### src/rtl/tankwar_pkg.sv
// Shared PS/2 keyboard definitions: scan codes, ASCII codes, frame FSM states
// and the scan-code-to-ASCII lookup used by the key decoder.
package tankwar_pkg;

    // Prefix bytes
    localparam logic [7:0] SC_BREAK = 8'hF0;
    localparam logic [7:0] SC_EXT   = 8'hE0;

    // Set-2 make codes, non-extended
    localparam logic [7:0] SC_W     = 8'h1D;
    localparam logic [7:0] SC_A     = 8'h1C;
    localparam logic [7:0] SC_S     = 8'h1B;
    localparam logic [7:0] SC_D     = 8'h23;
    localparam logic [7:0] SC_SPACE = 8'h29;
    localparam logic [7:0] SC_ENTER = 8'h5A;

    // Set-2 make codes, extended (arrow keys)
    localparam logic [7:0] SC_UP    = 8'h75;
    localparam logic [7:0] SC_LEFT  = 8'h6B;
    localparam logic [7:0] SC_DOWN  = 8'h72;
    localparam logic [7:0] SC_RIGHT = 8'h74;

    localparam logic [7:0] ASCII_W     = 8'h77;
    localparam logic [7:0] ASCII_A     = 8'h61;
    localparam logic [7:0] ASCII_S     = 8'h73;
    localparam logic [7:0] ASCII_D     = 8'h64;
    localparam logic [7:0] ASCII_SPACE = 8'h20;
    localparam logic [7:0] ASCII_CR    = 8'h0D;

    typedef enum logic [1:0] {
        FR_IDLE,
        FR_DATA,
        FR_PARITY,
        FR_STOP
    } frame_state_e;

    typedef struct packed {
        logic       hit;
        logic [7:0] ascii;
    } key_map_t;

    function automatic key_map_t map_scan(input logic ext, input logic [7:0] code);
        key_map_t m;
        m.hit   = 1'b1;
        m.ascii = 8'h00;
        if (ext) begin
            case (code)
                SC_UP:    m.ascii = ASCII_W;
                SC_LEFT:  m.ascii = ASCII_A;
                SC_DOWN:  m.ascii = ASCII_S;
                SC_RIGHT: m.ascii = ASCII_D;
                default:  m.hit   = 1'b0;
            endcase
        end else begin
            case (code)
                SC_W:     m.ascii = ASCII_W;
                SC_A:     m.ascii = ASCII_A;
                SC_S:     m.ascii = ASCII_S;
                SC_D:     m.ascii = ASCII_D;
                SC_SPACE: m.ascii = ASCII_SPACE;
                SC_ENTER: m.ascii = ASCII_CR;
                default:  m.hit   = 1'b0;
            endcase
        end
        return m;
    endfunction

endpackage

### src/rtl/ps2_frame_rx.sv
// PS/2 frame receiver: input synchroniser, falling-edge detect, 11-bit frame FSM
// and inactivity timeout. Odd parity is enforced only when PS2_PARITY_CHECK_EN is defined.
module ps2_frame_rx
    import tankwar_pkg::*;
#(
    parameter int TIMEOUT_CYCLES = 100000,
    parameter int SYNC_STAGES    = 2
) (
    input  logic       clk_100mhz,
    input  logic       RSTN,
    input  logic       ps2_clk,
    input  logic       ps2_data,
    output logic [7:0] byte_o,
    output logic       byte_vld_o,
    output logic       frame_err_o
);

    localparam int TW = $clog2(TIMEOUT_CYCLES + 1);
    localparam logic [TW-1:0] TMO_LAST = TW'(TIMEOUT_CYCLES - 1);

    logic [SYNC_STAGES-1:0] clk_sync_q;
    logic [SYNC_STAGES-1:0] dat_sync_q;
    logic                   prev_clk_q;
    logic                   clk_s;
    logic                   dat_s;
    logic                   fall;

    frame_state_e state_q, state_d;
    logic [2:0]   bitcnt_q, bitcnt_d;
    logic [7:0]   shift_q, shift_d;
    logic         par_q, par_d;
    logic [TW-1:0] tmo_q, tmo_d;
    logic         byte_vld_q, byte_vld_d;
    logic         err_q, err_d;
    logic         par_ok;

    // Idle-high line: synchroniser resets to 1 so reset release never looks like an edge
    always_ff @(posedge clk_100mhz) begin
        if (!RSTN) begin
            clk_sync_q <= '1;
            dat_sync_q <= '1;
            prev_clk_q <= 1'b1;
        end else begin
            clk_sync_q[0] <= ps2_clk;
            dat_sync_q[0] <= ps2_data;
            for (int i = 1; i < SYNC_STAGES; i++) begin
                clk_sync_q[i] <= clk_sync_q[i-1];
                dat_sync_q[i] <= dat_sync_q[i-1];
            end
            prev_clk_q <= clk_s;
        end
    end

    assign clk_s = clk_sync_q[SYNC_STAGES-1];
    assign dat_s = dat_sync_q[SYNC_STAGES-1];
    assign fall  = prev_clk_q & ~clk_s;

`ifdef PS2_PARITY_CHECK_EN
    assign par_ok = ^{par_q, shift_q};
`else
    logic unused_par;
    assign unused_par = par_q;
    assign par_ok     = 1'b1;
`endif

    always_comb begin
        state_d    = state_q;
        bitcnt_d   = bitcnt_q;
        shift_d    = shift_q;
        par_d      = par_q;
        tmo_d      = '0;
        byte_vld_d = 1'b0;
        err_d      = 1'b0;

        if (state_q != FR_IDLE && !fall)
            tmo_d = tmo_q + 1'b1;

        case (state_q)
            FR_IDLE: begin
                if (fall) begin
                    if (!dat_s) begin
                        state_d  = FR_DATA;
                        bitcnt_d = 3'd0;
                    end else begin
                        err_d = 1'b1;
                    end
                end
            end
            FR_DATA: begin
                if (fall) begin
                    shift_d  = {dat_s, shift_q[7:1]};
                    bitcnt_d = bitcnt_q + 3'd1;
                    if (bitcnt_q == 3'd7)
                        state_d = FR_PARITY;
                end
            end
            FR_PARITY: begin
                if (fall) begin
                    par_d   = dat_s;
                    state_d = FR_STOP;
                end
            end
            FR_STOP: begin
                if (fall) begin
                    state_d = FR_IDLE;
                    if (dat_s && par_ok)
                        byte_vld_d = 1'b1;
                    else
                        err_d = 1'b1;
                end
            end
            default: state_d = FR_IDLE;
        endcase

        // A stalled keyboard drops the partial frame silently
        if (state_q != FR_IDLE && !fall && tmo_q == TMO_LAST) begin
            state_d = FR_IDLE;
            tmo_d   = '0;
        end
    end

    always_ff @(posedge clk_100mhz) begin
        if (!RSTN) begin
            state_q    <= FR_IDLE;
            bitcnt_q   <= '0;
            shift_q    <= '0;
            par_q      <= 1'b0;
            tmo_q      <= '0;
            byte_vld_q <= 1'b0;
            err_q      <= 1'b0;
        end else begin
            state_q    <= state_d;
            bitcnt_q   <= bitcnt_d;
            shift_q    <= shift_d;
            par_q      <= par_d;
            tmo_q      <= tmo_d;
            byte_vld_q <= byte_vld_d;
            err_q      <= err_d;
        end
    end

    assign byte_o      = shift_q;
    assign byte_vld_o  = byte_vld_q;
    assign frame_err_o = err_q;

endmodule

### src/rtl/ps2_key_decoder.sv
// PS/2 keyboard decoder: E0/F0 prefix tracking and scan-code-to-ASCII mapping on
// top of ps2_frame_rx. PS2_PARITY_CHECK_EN enables odd-parity rejection in the receiver.
module ps2_key_decoder
    import tankwar_pkg::*;
#(
    parameter int TIMEOUT_CYCLES = 100000,
    parameter int SYNC_STAGES    = 2
) (
    input  logic       clk_100mhz,
    input  logic       RSTN,
    input  logic       ps2_clk,
    input  logic       ps2_data,
    output logic [7:0] ascii,
    output logic       press,
    output logic       key_valid,
    output logic       frame_err
);

    logic [7:0] rx_byte;
    logic       rx_vld;
    logic       rx_err;

    ps2_frame_rx #(
        .TIMEOUT_CYCLES (TIMEOUT_CYCLES),
        .SYNC_STAGES    (SYNC_STAGES)
    ) u_rx (
        .clk_100mhz  (clk_100mhz),
        .RSTN        (RSTN),
        .ps2_clk     (ps2_clk),
        .ps2_data    (ps2_data),
        .byte_o      (rx_byte),
        .byte_vld_o  (rx_vld),
        .frame_err_o (rx_err)
    );

    logic       ext_q, ext_d;
    logic       brk_q, brk_d;
    logic [7:0] ascii_q, ascii_d;
    logic       press_q, press_d;
    logic       kv_q, kv_d;
    key_map_t   km;

    assign km = map_scan(ext_q, rx_byte);

    always_comb begin
        ext_d   = ext_q;
        brk_d   = brk_q;
        ascii_d = ascii_q;
        press_d = press_q;
        kv_d    = 1'b0;

        if (rx_vld) begin
            if (rx_byte == SC_EXT) begin
                ext_d = 1'b1;
            end else if (rx_byte == SC_BREAK) begin
                brk_d = 1'b1;
            end else begin
                // Prefixes apply to exactly one code, mapped or not
                ext_d = 1'b0;
                brk_d = 1'b0;
                if (km.hit) begin
                    ascii_d = km.ascii;
                    press_d = ~brk_q;
                    kv_d    = 1'b1;
                end
            end
        end
    end

    always_ff @(posedge clk_100mhz) begin
        if (!RSTN) begin
            ext_q   <= 1'b0;
            brk_q   <= 1'b0;
            ascii_q <= 8'h00;
            press_q <= 1'b0;
            kv_q    <= 1'b0;
        end else begin
            ext_q   <= ext_d;
            brk_q   <= brk_d;
            ascii_q <= ascii_d;
            press_q <= press_d;
            kv_q    <= kv_d;
        end
    end

    assign ascii     = ascii_q;
    assign press     = press_q;
    assign key_valid = kv_q;
    assign frame_err = rx_err;

endmodule

### config.mk
export PLATFORM = sky130hd
export DESIGN_NAME = ps2_key_decoder
export DESIGN_NICKNAME = d
export VERILOG_FILES = /design/src/rtl/tankwar_pkg.sv /design/src/rtl/ps2_frame_rx.sv /design/src/rtl/ps2_key_decoder.sv
export SDC_FILE = /design/constraint.sdc
export NUM_CORES = 1
export LEC_CHECK = 0
export ABC_AREA = 1
export CELL_PAD_IN_SITES_DETAIL_PLACEMENT = 0
export CELL_PAD_IN_SITES_GLOBAL_PLACEMENT = 2
export CORE_MARGIN = 4
export CORE_UTILIZATION = 36
export DETAILED_ROUTE_END_ITERATION = 10
export GPL_ROUTABILITY_DRIVEN = 0
export MAX_ROUTING_LAYER = met4
export PLACE_DENSITY = 0.85
export SETUP_SLACK_MARGIN = 0.05
export SYNTH_ARGS = -nofsm -noshare
export SYNTH_HDL_FRONTEND = slang
export SYNTH_SLANG_ARGS = --single-unit
### constraint.sdc
create_clock -name clk_100mhz -period 2.4 [get_ports clk_100mhz]
set_input_delay 0.24 -clock clk_100mhz [delete_from_list [all_inputs] [get_ports clk_100mhz]]
set_output_delay 0.24 -clock clk_100mhz [all_outputs]
set_load 0.1 [all_outputs]
==> summary.md, run 1 <==
| Metric | Value |
|---|---|
| Status | finished clean |
| Vias per cell | 4.68 |
| Total Die Area | 7840 sq um |
| Layout Nets | 347 |
| Pre-antenna DRT Iters | 4 |
| Crit-path max FO | 17 |
| Leakage | 1.05 nW |
| Simple-gate share of the synthesized area | 34.8% |
| Vias in the first global route | 1,848 |
| Pint | 1.07 mW |
| Xor and xnor area share after synthesis | 2.62% |
| WL/cell | 11.5 microns |
| N_diodes | 0 |
| CP cell instances | inv_1 -> ha_1 -> nor3_1 -> nand4_1 -> nand4_2 -> nor2_1 |
| Multiplexer share of the synthesized area | 0% |
| WHS | 0.417 ns |
| Skew-Pair Late Insertion Delay | 0.29 ns |
| Worst path arrival time | 1.91 ns |
| TritonCTS clock tree | done |
| RSZ-0062 raised after global routing | no |
| Setup CP Type | reg2reg |
| Post-Synth Adder-Cell Area | 4.28% |
| Min setup slack post-route | 0.665 ns |
| Family with the most delay on the worst path | simple AND/OR/NAND/NOR gates |
| Routed Antenna Nets | 0 |
| Total grt overflow | 0 |
| Via count | 1,929 |
| Setup violators final | 0 |
| Library cells used by synthesis | 33 |
| Post-Syn Instances | 322 |
| Top cell type's share of synthesized area | 40.3% |
| Final hold vios | 0 |
| Inserted Clock Buffers | 5 |
| Worst VDD drop | 0.271 mV |
| P&R area growth vs syn | 10.8% |
| Ys async rst share | 0% |
| Post-route total power | 1.44 mW |
| PostCTS Resize Cnt | 0 |
| Clk pwr share | 33.3% |
| Average size of a mapped cell | 7.25 sq um |
| Max Freq | 576 MHz |
| Period minus WS final | 1.73 ns |
| Clock sink count | 47 |
| Max-cap viol count | 0 |
| Sequential power share | 57.1% |
| Site Rows | 29 |
| Tcrit/Tclk final | 72.3% |
| Initial Util | 37.0% |
| Die Width | 88.6 microns |
| Most frequent cell after synthesis | nand2_1 |
| H-Tree Depth | 2 |
| Synth Net Count | 334 |
| Worst hold path type | reg2reg |
| Synth Register Bits | 47 |
| Post-cts hold buffer count | 0 |
| Crit path required time | 2.57 ns |
| Startpoint Class | flip-flop |
| Core area | 6310 sq um |
| Net switching power | 0.372 mW |
| Slowest stage delay, CP | 0.39 ns |
| Worst-path clk slew | 0.08 ns |
| Post-Layout Inst Area | 2590 sq um |
| Largest family of logic cells by synthesized area | simple AND/OR/NAND/NOR gates |
| Largest net degree at the start of global routing | 19 |
| TNS Setup | 0 ns |
| Number of I/O pins | 15 |
| DR iter-0 viols | 75 |
| Final wirelength | 4740 microns |
| Slew @ Worst Pin | 0.500 ns |
| Port Buffers | 13 |
| Bufs and invs on worst path | 1 |
| DRC Markers | 0 |
| Detailed Place HPWL | 3550 microns |
| Clock buffer depth | 2 |
| Post-DP Area | 2500 sq um |
| EDFF count, synth | 0 |
| CP max-delay cell | dfxtp_1 |
| Area leader, netlist | dfxtp_1 |
| Seq/Total Area, Yosys | 40.3% |
| Initial antenna violation count | 0 |
| Top cells by area, synth | dfxtp_1 40%, nand2_1 9.5%, nor2_1 8.0% |
| PwrDens | 557 nW/um^2 |
| First-pass GRT wire length | 8380 microns |
| Combinational power share | 9.6% |
| Postcts setup bufs | 0 |
| CP endpoint kind | flip-flop |
| Die Height | 88.6 microns |
| Most instantiated cells after synthesis | 59 x nand2_1, 50 x nor2_1, 47 x dfxtp_1 |
| Post-Syn Area | 2340 sq um |
| Synth warn | 0 |
| GRT Util Overall | 13.9% |
| Worst rel slew slack | 66.6% |
| Slew Viols, Final | 0 |
| Sw Ratio | 25.8% |
| Post-synthesis compound-gate area fraction | 10.0% |
| CTS root buf | clkbuf_8 |
| Share of cells above drive strength 1 | 13.7% |
| Pre-CTS setup slack | 0.645 ns |
| Worst clock skew | 0.00516 ns |
| Top FF cell, synth | dfxtp_1 |
-- flip-flops by register name, indices dropped and copies added, names as in the netlist --
name and count:
ascii 6, u_rx.bitcnt_q 3, u_rx.byte_vld_o 1, u_rx.dat_sync_q 2
key_valid 1, u_rx.frame_err_o 1, press 1, u_rx.prev_clk_q 1
u_rx.state_q 2, ext_q 1, u_rx.tmo_q 17, brk_q 1
u_rx.clk_sync_q 2, u_rx.byte_o 8
-- worst register-to-register path, stage by stage, from the launching register on --
cell	delay, ns
dfxtp_1	0.39
inv_1	0.10
ha_1	0.26
nor3_1	0.23
nand4_1	0.19
nand4_2	0.35
nor2_1	0.09
-- metal layers --
metal / share of wire, % / wire (microns) / up-vias / global-route usage (%)
met4: 1.5 / 71 / 0 / 4.53
met3: 4.0 / 188 / 6 / 3.07
met1: 52 / 2480 / 838 / 19.0
met5: 0 / 0 / - / -
met2: 42 / 2000 / 24 / 20.5
li1: - / - / 1061 / -
-- power groups by stage --
stage | combinational, mW | sequential (mW) | clock [mW]
5_1_grt | 0.158 | 0.828 | 0.543
4_1_cts | 0.141 | 0.823 | 0.514
6_report | 0.139 | 0.824 | 0.480
3_5_place_dp | 0.140 | 0.842 | 0
3_3_place_gp | 0.143 | 0.842 | 0
2_1_floorplan | 0.101 | 0.846 | 0
-- path summary, 6_finish.rpt --
path / to / cells past startpoint / slack (ns) / from
max reg2reg: u_rx.tmo_q[15] / 6 / 0.67 / u_rx.state_q[0]
min: u_rx.dat_sync_q[1] / 1 / 0.42 / u_rx.dat_sync_q[0]
min reg2reg: u_rx.dat_sync_q[1] / 1 / 0.42 / u_rx.dat_sync_q[0]
max: u_rx.tmo_q[15] / 6 / 0.67 / u_rx.state_q[0]
-- layout by cell type, fill, tap and decap left out, drive strengths merged, types with 9 or more instances in the layout --
master,Yosys,final
nor2,56,56
a21oi,27,27
dfxtp,47,47
inv,37,37
nand2,64,64
nand3,22,22
nor3,9,9
o21ai,12,12
buf,5,11
nand4,9,9
-- layout make-up --
type / count / area, sq um
well taps: 77 / 96.3
multi-input cells: 230 / 1210
flip-flops and latches: 47 / 941
repair buffers: 14 / 113
clock buffers: 6 / 82.6
inverters: 37 / 139
clock inverters: 1 / 5.00
fillers: 692 / 3720
-- kinds of logic (layout without fill, tap and decap cells) --
kind of cell,Yosys count,count (layout)
and+or+nand+nor,170,170
AOI/OAI and AO/OA,44,44
other,1,1
DFF,47,47
buffers and inverters,45,58
adders and majority gates,8,8
xor gates and xnor gates,7,7
-- metrics by stage --
stage          instances  utilization, %
2_1_floorplan        322               -
3_3_place_gp         405            39.6
4_1_cts              412            41.0
3_5_place_dp         405            39.6
6_report             412            41.0
5_1_grt              412            41.0
No activity file was read; power rests on OpenSTA's default activity.
==> run 2: changes to the inputs <==
CORE_UTILIZATION = 30   (was 36)
PLACE_DENSITY = 0.76   (was 0.85)
clock period = 1.5 ns   (was 2.4 ns; I/O delays follow)
==> run 2 against run 1 <==
  * Register-to-register slack got worse by 0.63 ns
  * Sequential share of layout area down 7.2 points
  * Clock power up 130%
  * Critical endpoint is now ascii[5]
  * Cell count is 14% higher
  * Clock skew up 0.0014 ns
  * Highest routed layer unchanged
==> summary.md, run 2 (same netlist as run 1, synthesis figures left out) <==
| Metric | Value |
|---|---|
| Status | finished clean |
| Initial Util | 31.5% |
| H-Tree Depth | 2 |
| Met3 WL post-DR | 126 microns |
| Share of cells above drive strength 1 | 40.2% |
| Tcrit/Tclk final | 97.7% |
| N_diodes | 0 |
| Pre-CTS setup slack | -0.105 ns |
| Final hold vios | 0 |
| Setup CP Type | reg2reg |
| Setup violators final | 0 |
| Worst-path clk slew | 0.09 ns |
| Largest net degree at the start of global routing | 18 |
| Die Height | 96.2 microns |
| CP endpoint kind | flip-flop |
| Most frequent cells in the layout | 47 x nand2_1, 38 x nor2_1, 31 x buf_4, 28 x inv_1, 26 x dfxtp_1 |
| Met1 WL | 2920 microns |
| First-pass GRT wire length | 8940 microns |
| Pre-antenna DRT Iters | 4 |
| Final wirelength | 5340 microns |
| Via count | 2,111 |
| Total grt overflow | 0 |
| Leakage | 1.33 nW |
| Clock buffer depth | 2 |
| P&R area growth vs syn | 44.0% |
| WL/cell | 11.4 microns |
| Port Buffers | 13 |
| RSZ-0062 raised after global routing | yes |
| Crit path from | u_rx.byte_o[2] |
| TNS Setup | 0 ns |
| Max FFs per register | 17 |
| Vias per cell | 4.49 |
| DRC Markers | 0 |
| Detailed Place HPWL | 3880 microns |
| Highest routed metal layer | met4 |
| Worst clock skew | 0.00654 ns |
| Skew-Pair Late Insertion Delay | 0.30 ns |
| Worst hold path type | reg2reg |
| Total Die Area | 9260 sq um |
| Post-DP Area | 2880 sq um |
| Slew Viols, Final | 0 |
| DR iter-0 viols | 58 |
| Crit-path max FO | 5 |
| Worst VDD drop | 0.511 mV |
| Reg2reg start | u_rx.byte_o[2] |
| Largest reg by FF count | u_rx.tmo_q |
| Met2 wire length | 2250 microns |
| Layout Nets | 382 |
| Clock sink count | 47 |
| Startpoint Class | flip-flop |
| Min setup slack post-route | 0.0352 ns |
| Initial antenna violation count | 0 |
| Die Width | 96.2 microns |
| Most common cell after layout, fill and taps aside | nand2_1 |
| Inserted Clock Buffers | 5 |
| Worst path arrival time | 1.67 ns |
| GRT Util Overall | 12.5% |
| Max-cap viol count | 0 |
| Max Freq | 683 MHz |
| Number of I/O pins | 15 |
| Routed Antenna Nets | 0 |
| PwrDens | 820 nW/um^2 |
| CTS root buf | clkbuf_8 |
| Site Rows | 31 |
| TritonCTS clock tree | done |
| R2R depth | 12 |
| R2R Setup Slk | 0.04 ns |
| Post-Layout Inst Area | 3360 sq um |
| Core area | 7410 sq um |
| Crit path required time | 1.70 ns |
| Reg-to-Reg End | ascii[5] |
| Vias in the first global route | 1,962 |
| Post-cts hold buffer count | 0 |
| CP endpoint | ascii[5] |
| Period minus WS final | 1.46 ns |
run 2: how the worst min path moves through the flow:
stage | start | end | slack (ns) | cells after the start
6_report | u_rx.dat_sync_q[0] | u_rx.dat_sync_q[1] | 0.42 | 1
5_1_grt | ps2_data | u_rx.dat_sync_q[0] | 0.43 | 2
4_1_cts | ps2_data | u_rx.dat_sync_q[0] | 0.41 | 2
3_5_place_dp | u_rx.clk_sync_q[0] | u_rx.clk_sync_q[1] | 0.40 | 1
3_3_place_gp | u_rx.clk_sync_q[0] | u_rx.clk_sync_q[1] | 0.40 | 1
2_1_floorplan | ps2_clk | u_rx.clk_sync_q[0] | 0.26 | 1
run 2: worst max-delay path, cell delays in order (launching register included):
cell     delay (ns)
dfxtp_4        0.37
inv_4          0.08
nor2_2         0.04
nand2_1        0.09
nand2_2        0.07
nand2_2        0.08
nand2_4        0.06
nor2_4         0.18
nand3_4        0.14
nand2_4        0.13
nand2_2        0.06
nand2_2        0.05
nor2_2         0.03
run 2: routing by layer:
metal | global-route usage (%) | vias to the layer above
met5 | - | -
met1 | 18.2 | 945
met3 | 2.58 | 4
met2 | 17.2 | 20
met4 | 3.91 | 0
li1 | - | 1142
run 2: layout make-up:
class / count / area (sq um)
Timing Repair Buffer: 48 / 526
Clock inverter: 2 / 60.1
Tap cell: 99 / 124
Multi-Input combinational cell: 231 / 1460
Fill cell: 763 / 4050
Clock buffer: 6 / 72.6
Inverter: 37 / 146
Sequential cell: 47 / 980
run 2: repair_timing:
item	in CTS	in global routing
pin swaps	5	25
gates resized for setup	18	76
cloned	0	1
endpoints found under the setup margin	22	38
setup buffers	1	7
run 2: power by group:
group          internal (mW)  switching (mW)
registers               1.28          0.0384
clock network          0.666           0.429
logic                  0.143           0.197
total                   2.09           0.665
run 2: stage by stage:
step | hold slack (ns) | cells | power (mW) | util [%]
floorplan | 0.257 | 322 | 1.52 | -
finish | 0.421 | 470 | 2.76 | 45.4
global placement | 0.398 | 453 | 1.63 | 38.8
global route | 0.429 | 470 | 2.90 | 45.4
CTS | 0.412 | 462 | 2.76 | 41.4
detailed placement | 0.401 | 453 | 1.63 | 38.8
